--- src/rtl/cache_control_wb.sv ---
// N-way write-back, write-allocate cache controller FSM.
// Drives the tag/valid/dirty/data array strobes, the pmem burst handshake and the saturating hit/miss/writeback counters.
module cache_control_wb #(
  parameter int NUM_WAYS = 4,
  parameter int WAY_W    = (NUM_WAYS > 1) ? $clog2(NUM_WAYS) : 1,
  parameter int CNT_W    = 32
) (
  input  logic                clk,
  input  logic                rst,
  input  logic                mem_read,
  input  logic                mem_write,
  output logic                mem_resp,
  input  logic [NUM_WAYS-1:0] hit_way,
  input  logic [WAY_W-1:0]    victim_way,
  input  logic                victim_valid,
  input  logic                victim_dirty,
  output logic                pmem_read,
  output logic                pmem_write,
  input  logic                pmem_resp,
  output logic                pmem_addr_sel,
  output logic                data_in_sel,
  output logic [NUM_WAYS-1:0] load_data,
  output logic [NUM_WAYS-1:0] load_tag,
  output logic [NUM_WAYS-1:0] set_valid,
  output logic [NUM_WAYS-1:0] set_dirty,
  output logic [NUM_WAYS-1:0] clr_dirty,
  output logic                load_lru,
  output logic [CNT_W-1:0]    hit_count,
  output logic [CNT_W-1:0]    miss_count,
  output logic [CNT_W-1:0]    wb_count
);

  typedef enum logic [1:0] {IDLE, CHECK, WRITEBACK, ALLOCATE} state_e;

  state_e              state_q, state_d;
  logic [WAY_W-1:0]    vway_q, vway_d;
  logic [CNT_W-1:0]    hit_count_q, hit_count_d;
  logic [CNT_W-1:0]    miss_count_q, miss_count_d;
  logic [CNT_W-1:0]    wb_count_q, wb_count_d;
  logic [NUM_WAYS-1:0] vway_oh;
  logic                req;
  logic                is_write;

  function automatic logic [CNT_W-1:0] sat_inc(input logic [CNT_W-1:0] v);
    return (&v) ? v : v + CNT_W'(1);
  endfunction

  // A simultaneous read and write is served as a read.
  assign req      = mem_read | mem_write;
  assign is_write = mem_write & ~mem_read;
  assign vway_oh  = NUM_WAYS'(1) << vway_q;

  assign hit_count  = hit_count_q;
  assign miss_count = miss_count_q;
  assign wb_count   = wb_count_q;

  always_comb begin
    state_d       = state_q;
    vway_d        = vway_q;
    hit_count_d   = hit_count_q;
    miss_count_d  = miss_count_q;
    wb_count_d    = wb_count_q;
    mem_resp      = 1'b0;
    pmem_read     = 1'b0;
    pmem_write    = 1'b0;
    pmem_addr_sel = 1'b0;
    data_in_sel   = 1'b0;
    load_data     = '0;
    load_tag      = '0;
    set_valid     = '0;
    set_dirty     = '0;
    clr_dirty     = '0;
    load_lru      = 1'b0;

    case (state_q)
      IDLE: begin
        if (req) state_d = CHECK;
      end
      CHECK: begin
        if (!req) begin
          state_d = IDLE;
        end else if (|hit_way) begin
          mem_resp    = 1'b1;
          load_lru    = 1'b1;
          hit_count_d = sat_inc(hit_count_q);
          if (is_write) begin
            load_data = hit_way;
            set_dirty = hit_way;
          end
          state_d = IDLE;
        end else begin
          miss_count_d = sat_inc(miss_count_q);
          vway_d       = (NUM_WAYS == 1) ? '0 : victim_way;
          state_d      = (victim_valid & victim_dirty) ? WRITEBACK : ALLOCATE;
        end
      end
      WRITEBACK: begin
        pmem_write    = 1'b1;
        pmem_addr_sel = 1'b1;
        if (pmem_resp) begin
          clr_dirty  = vway_oh;
          wb_count_d = sat_inc(wb_count_q);
          state_d    = ALLOCATE;
        end
      end
      ALLOCATE: begin
        pmem_read = 1'b1;
        // The refilled line is re-checked so the pending access is served as a hit.
        if (pmem_resp) begin
          load_data   = vway_oh;
          load_tag    = vway_oh;
          set_valid   = vway_oh;
          clr_dirty   = vway_oh;
          data_in_sel = 1'b1;
          state_d     = CHECK;
        end
      end
      default: state_d = IDLE;
    endcase
  end

  always_ff @(posedge clk) begin
    if (!rst) begin
      state_q      <= IDLE;
      vway_q       <= '0;
      hit_count_q  <= '0;
      miss_count_q <= '0;
      wb_count_q   <= '0;
    end else begin
      state_q      <= state_d;
      vway_q       <= vway_d;
      hit_count_q  <= hit_count_d;
      miss_count_q <= miss_count_d;
      wb_count_q   <= wb_count_d;
    end
  end

endmodule

--- config.mk ---
export PLATFORM = sky130hd
export DESIGN_NAME = cache_control_wb
export DESIGN_NICKNAME = d
export VERILOG_FILES = /design/src/rtl/cache_control_wb.sv
export SDC_FILE = /design/constraint.sdc
export NUM_CORES = 1
export LEC_CHECK = 0
export BUFFER_PORTS_ARGS = -buffer_cell sky130_fd_sc_hd__buf_2
export CAP_MARGIN = 0
export CORE_ASPECT_RATIO = 0.6
export CORE_MARGIN = 1
export CORE_UTILIZATION = 45
export DETAILED_ROUTE_END_ITERATION = 10
export MAX_ROUTING_LAYER = met4
export PLACE_DENSITY_LB_ADDON = 0.12
export SLEW_MARGIN = 40
export SYNTH_ARGS = -nofsm -noshare
export SYNTH_HDL_FRONTEND = slang
export SYNTH_SLANG_ARGS = --single-unit
--- constraint.sdc ---
create_clock -name clk -period 2.7 [get_ports clk]
set_input_delay 0.27 -clock clk [delete_from_list [all_inputs] [get_ports clk]]
set_output_delay 0.27 -clock clk [all_outputs]
set_load 0.02 [all_outputs]
Word level (Yosys, flattened, before mapping) --
Cells that the tools add are included.
Word-level totals: flip-flop bits (word level) 100, bits of input ports 13, output and inout port bits 122, word-level logic and storage cells 56
Cells by class: add/subtract/negate cells 3, equal/unequal tests 6, shift operators 1, multiplexer cells 22, bitwise logic cells 8, reductions and logical operators 11
Operators with widths (count):
- adder 32 x 1 -> 32 bit, second input constant | 3
- AND reduction 32 bit | 3
- two-way mux 4 bit | 7
- two-way mux 2 bit | 5
- AND reduction 3 bit | 3
- two-way mux 1 bit | 8
- one-hot mux 2 bit (4 select lines) | 1
- one-hot mux 4 bit (2 select lines) | 1
- AND reduction 4 bit | 2
- inequality test 2 bit, second input constant | 3
- NOT 1 bit | 5
- equality test 2 bit, second input constant | 2
- OR reduction 4 bit | 1
- left shift 1 x 2 -> 4 bit, first input constant | 1
- bitwise AND 1 bit | 2
- equality test 2 x 1 -> 1 bit, second input constant | 1
- logical NOT 2 bit | 1
- OR reduction 2 bit | 1
- OR 1 bit | 1

Longest topological paths before layout --
word-level depth 6, mapped depth 10, mapped depth without buffers 7

Worst setup path after synthesis --
OpenSTA, ideal clock, no wires.
kind register to register, start point register wb_count_q[0] (netlist: wb_count[0]), end point register wb_count_q[23] (netlist: wb_count[23]), arrival time 2312 ps, data required time 2630 ps, setup slack 318 ps, stages on the path, launching flop included 10, buffers on the path 3, period minus slack after synthesis 2382 ps, cell sequence dfxtp_1 > ha_1 > and4_1 > clkbuf_1 > and4_1 > buf_2 > a311o_1 > clkbuf_1 > or3_1 > a21oi_1
On the way: longest elaborated chain between the ends 3, elaborated cells on any way between the ends 4
RTL lines:
- start, declared | line 39 | logic [CNT_W-1:0] wb_count_q, wb_count_d;
- start signal, assigned | line 134 | wb_count_q <= wb_count_d;
- parallel branches: the longest is 3 deep, another holds adder 32 x 1 -> 32 bit
Several ways; the timed one is not identified. A chain may end at the register's enable or synchronous reset.

Final worst setup path --
start point register miss_count_q[26] (netlist: miss_count[26]), end point register miss_count_q[23] (netlist: miss_count[23])
On the way: longest elaborated chain between the ends 3
RTL lines:
- start, declared | line 38 | logic [CNT_W-1:0] miss_count_q, miss_count_d;
- start signal, assigned | line 133 | miss_count_q <= miss_count_d;
- AND reduction 32 bit | line 45 | return (&v) ? v : v + CNT_W'(1);
- NOT 1 bit (no source line)
- AND reduction 4 bit (no source line)
Every way passes these cells.

==> impl_metrics.xml <==
<?xml version="1.0" encoding="UTF-8"?>
<metrics>
  <group name="drt">
    <metric name="remaining_design_rule_violation_count" unit="">0</metric>
    <metric name="via_per_inst" unit="">5.95</metric>
    <metric name="via_count" unit="">5651</metric>
    <metric name="detailedRoute.firstIterationViolations" unit="">582</metric>
    <metric name="routedWlPerCell" unit="µm">16.2</metric>
    <metric name="drt_pre_antenna_iters" unit="">5</metric>
    <metric name="antenna_violating_nets_left" unit="">0</metric>
    <metric name="routed_wire_length" unit="µm">15400</metric>
  </group>
  <group name="yosys">
    <metric name="syn_inst" unit="">663</metric>
    <metric name="synthDistinctLibCells" unit="">46</metric>
    <metric name="postSynthAreaPerCell" unit="µm²">8.06</metric>
    <metric name="async_flop_share" unit="">0</metric>
    <metric name="synth_enable_flop_cells" unit="">0</metric>
    <metric name="synthesis.area" unit="mm²">0.00534</metric>
    <metric name="synth_nets" unit="">683</metric>
    <metric name="synth-warning-count" unit="">0</metric>
    <metric name="synth_seq_cells" unit="">100</metric>
    <metric name="postSynth.topFlopCell" unit="">dfxtp_1</metric>
    <metric name="seq_area_frac_synth" unit="">0.375</metric>
  </group>
  <group name="clocking">
    <metric name="hold_buffers" unit="">0</metric>
    <metric name="tritoncts" unit="">yes</metric>
    <metric name="numCtsBuffers" unit="">9</metric>
    <metric name="cts.path.max_buffers" unit="">2</metric>
    <metric name="post_cts.resized_instances" unit="">0</metric>
    <metric name="htree_levels" unit="">3</metric>
    <metric name="postCtsSetupBuffers" unit="">0</metric>
    <metric name="cts_root_buf" unit="">clkbuf_16</metric>
    <metric name="clock_sink_count" unit="">100</metric>
    <metric name="clock_input_transition_at_the_sequential_cells_of_the_worst_setup_and_hold_paths" unit="ns">0.06</metric>
    <metric name="clock_latency" unit="ns">0.35</metric>
  </group>
  <group name="timing">
    <metric name="timing.max_slew.rel_slack" unit="">0.450</metric>
    <metric name="setup_total_negative_slack" unit="ns">0</metric>
    <metric name="drv_slew" unit="">0</metric>
    <metric name="fmax" unit="GHz">0.403</metric>
    <metric name="final.period_utilization" unit="">0.920</metric>
    <metric name="timing_worst_slew_pin_value" unit="ns">0.819</metric>
    <metric name="hold-worst-slack" unit="ns">0.172</metric>
    <metric name="finalSetupViolCount" unit="">0</metric>
    <metric name="final.setup_skew" unit="ns">0.00736</metric>
    <metric name="rsz_0062_raised_after_global_routing" unit="">no</metric>
    <metric name="layout_setup_ws" unit="ns">0.217</metric>
    <metric name="finalCriticalPeriod" unit="ns">2.48</metric>
    <metric name="hold_viol_final" unit="">0</metric>
  </group>
  <group name="global_routing">
    <metric name="gr-usage-all-layers" unit="">0.258</metric>
    <metric name="overflow" unit="">0</metric>
    <metric name="grt_max_degree" unit="">46</metric>
    <metric name="grt_pass1_vias" unit="">4713</metric>
    <metric name="wire_length_of_the_first_global_routing_pass" unit="µm">24300</metric>
    <metric name="antenna_found_initial" unit="">0</metric>
  </group>
  <group name="cells_and_area">
    <metric name="design_area" unit="mm²">0.00646</metric>
    <metric name="mostFrequentLayoutCells" unit="">buf_2 (134), dfxtp_1 (100), nand2_1 (64)</metric>
    <metric name="fillCellCount" unit="">1118</metric>
    <metric name="syn2layout_area_growth" unit="%">21.0</metric>
    <metric name="register_cell_area_after_layout" unit="mm²">0.00200</metric>
    <metric name="antenna-diode-count" unit="">0</metric>
    <metric name="final_common_cell" unit="">buf_2</metric>
    <metric name="final_layout_size_suffix_gt1_frac" unit="">0.221</metric>
    <metric name="finish.net_count" unit="">805</metric>
    <metric name="multi_input_comb_area" unit="mm²">0.00313</metric>
    <metric name="fin_cells" unit="">949</metric>
    <metric name="final_core_utilization" unit="">0.567</metric>
  </group>
  <group name="die">
    <metric name="dieArea" unit="mm²">0.0123</metric>
    <metric name="placeableCoreArea" unit="mm²">0.0114</metric>
    <metric name="fp.dieW" unit="µm">143</metric>
    <metric name="rows" unit="">30</metric>
    <metric name="initial_core_utilization" unit="">0.468</metric>
    <metric name="floorplan.io_pins" unit="">135</metric>
    <metric name="die_height" unit="µm">86.4</metric>
  </group>
  <group name="setup_path">
    <metric name="crit_required" unit="ns">2.96</metric>
    <metric name="worst-path-max-fanout" unit="">17</metric>
    <metric name="crit_type" unit="">reg -&gt; reg</metric>
    <metric name="worstSetupStartpointType" unit="">register</metric>
    <metric name="data_arrival_time_of_the_worst_path" unit="ns">2.74</metric>
    <metric name="crit_path_end_kind" unit="">register</metric>
  </group>
  <group name="place">
    <metric name="postPlaceCellArea" unit="mm²">0.00614</metric>
    <metric name="numPortBuffers" unit="">134</metric>
    <metric name="hpwlAfterDp" unit="µm">11400</metric>
    <metric name="pre_cts_slack" unit="ns">0.266</metric>
    <metric name="gp_congestion" unit="">0.883</metric>
    <metric name="placed_cells_incl_taps" unit="">934</metric>
  </group>
  <group name="job">
    <metric name="maxCapViolations" unit="">0</metric>
  </group>
  <group name="min_path">
    <metric name="hold_wc_path_type" unit="">in -&gt; reg</metric>
  </group>
  <group name="power_and_ir_drop">
    <metric name="p_leak" unit="nW">2.52</metric>
    <metric name="power" unit="mW">3.02</metric>
    <metric name="cellPowerDensity" unit="mW/mm²">468</metric>
    <metric name="power.ir.vdd_worst" unit="mV">0.329</metric>
  </group>
  <group name="status">
    <metric name="outcome" unit="">finished clean</metric>
  </group>
</metrics>
==> state kept, by name (all words and copies together), names as in the netlist <==
| name | flops |
|---|---|
| vway_q | 2 |
| miss_count | 32 |
| wb_count | 32 |
| hit_count | 32 |
| state_q | 2 |
==> cell families after synthesis <==
family,synth area share
AOI/OAI and AO/OA,0.176
muxes,0.0300
and+or+nand+nor,0.342
xor gates and xnor gates,0.0213
buffers and inverters,0.0398
DFF,0.375
adders and majority gates,0.0164
==> path summary, 6_finish.rpt <==
check | slack, ns | cells after the start | endpoint | start
worst max-delay path | 0.22 | 5 | miss_count[23] | miss_count[26]
worst min-delay path | 0.17 | 3 | vway_q[1] | victim_way[1]
worst max register to register | 0.22 | 5 | miss_count[23] | miss_count[26]
worst min register to register | 0.50 | 2 | wb_count[31] | wb_count[31]
==> cell usage after synthesis, drive strengths merged, types with 5 or more instances <==
| cell | instances | share of area |
|---|---|---|
| xnor2 | 6 | 0.0098 |
| ha | 7 | 0.016 |
| or4 | 23 | 0.033 |
| and3 | 17 | 0.020 |
| clkbuf | 22 | 0.016 |
| nand4 | 34 | 0.041 |
| xor2 | 7 | 0.011 |
| mux2i | 16 | 0.030 |
| or3 | 40 | 0.047 |
| buf | 14 | 0.016 |
| nand2 | 64 | 0.045 |
| nor3 | 13 | 0.014 |
| o211ai | 8 | 0.011 |
| and2 | 8 | 0.0094 |
| nand2b | 18 | 0.021 |
| and4 | 16 | 0.026 |
| o21a | 5 | 0.0070 |
| nor4 | 12 | 0.017 |
| a21oi | 62 | 0.058 |
| nor2 | 36 | 0.027 |
| inv | 11 | 0.0077 |
| dfxtp | 100 | 0.37 |
| nand3 | 38 | 0.036 |
| o21ai | 43 | 0.040 |
| o31ai | 25 | 0.039 |
==> area by class of cell <==
| type | count | share of cell area |
|---|---|---|
| sequential | 100 | 0.310 |
| tap | 160 | 0.0310 |
| clock inverter | 4 | 0.0112 |
| timing repair buffer | 147 | 0.119 |
| inverter | 11 | 0.00658 |
| clock buffer | 11 | 0.0391 |
| multi-input combinational | 516 | 0.484 |
==> routing by layer <==
| layer | vias to the layer above | track usage | wire, µm |
|---|---|---|---|
| li1 | 2734 | - | - |
| met1 | 2661 | 0.383 | 7790 |
| met2 | 244 | 0.363 | 6240 |
| met3 | 12 | 0.0453 | 1210 |
| met4 | 0 | 0.0489 | 121 |
| met5 | - | - | 0 |
==> power by group <==
part | leakage (nW) | switching [mW] | internal, mW
combinational | 1.56 | 0.0846 | 0.0355
clock | 0.158 | 0.562 | 0.856
sequential | 0.806 | 0.00768 | 1.48
total | 2.52 | 0.654 | 2.37
==> worst max-delay path, stage by stage, from the launching register on <==
cell,delay (ns)
dfxtp_1,0.44
nand4_2,0.21
or4_1,0.77
nor3_4,0.59
o21ai_0,0.22
a21oi_1,0.15
Power figures use the tool's default switching activity.
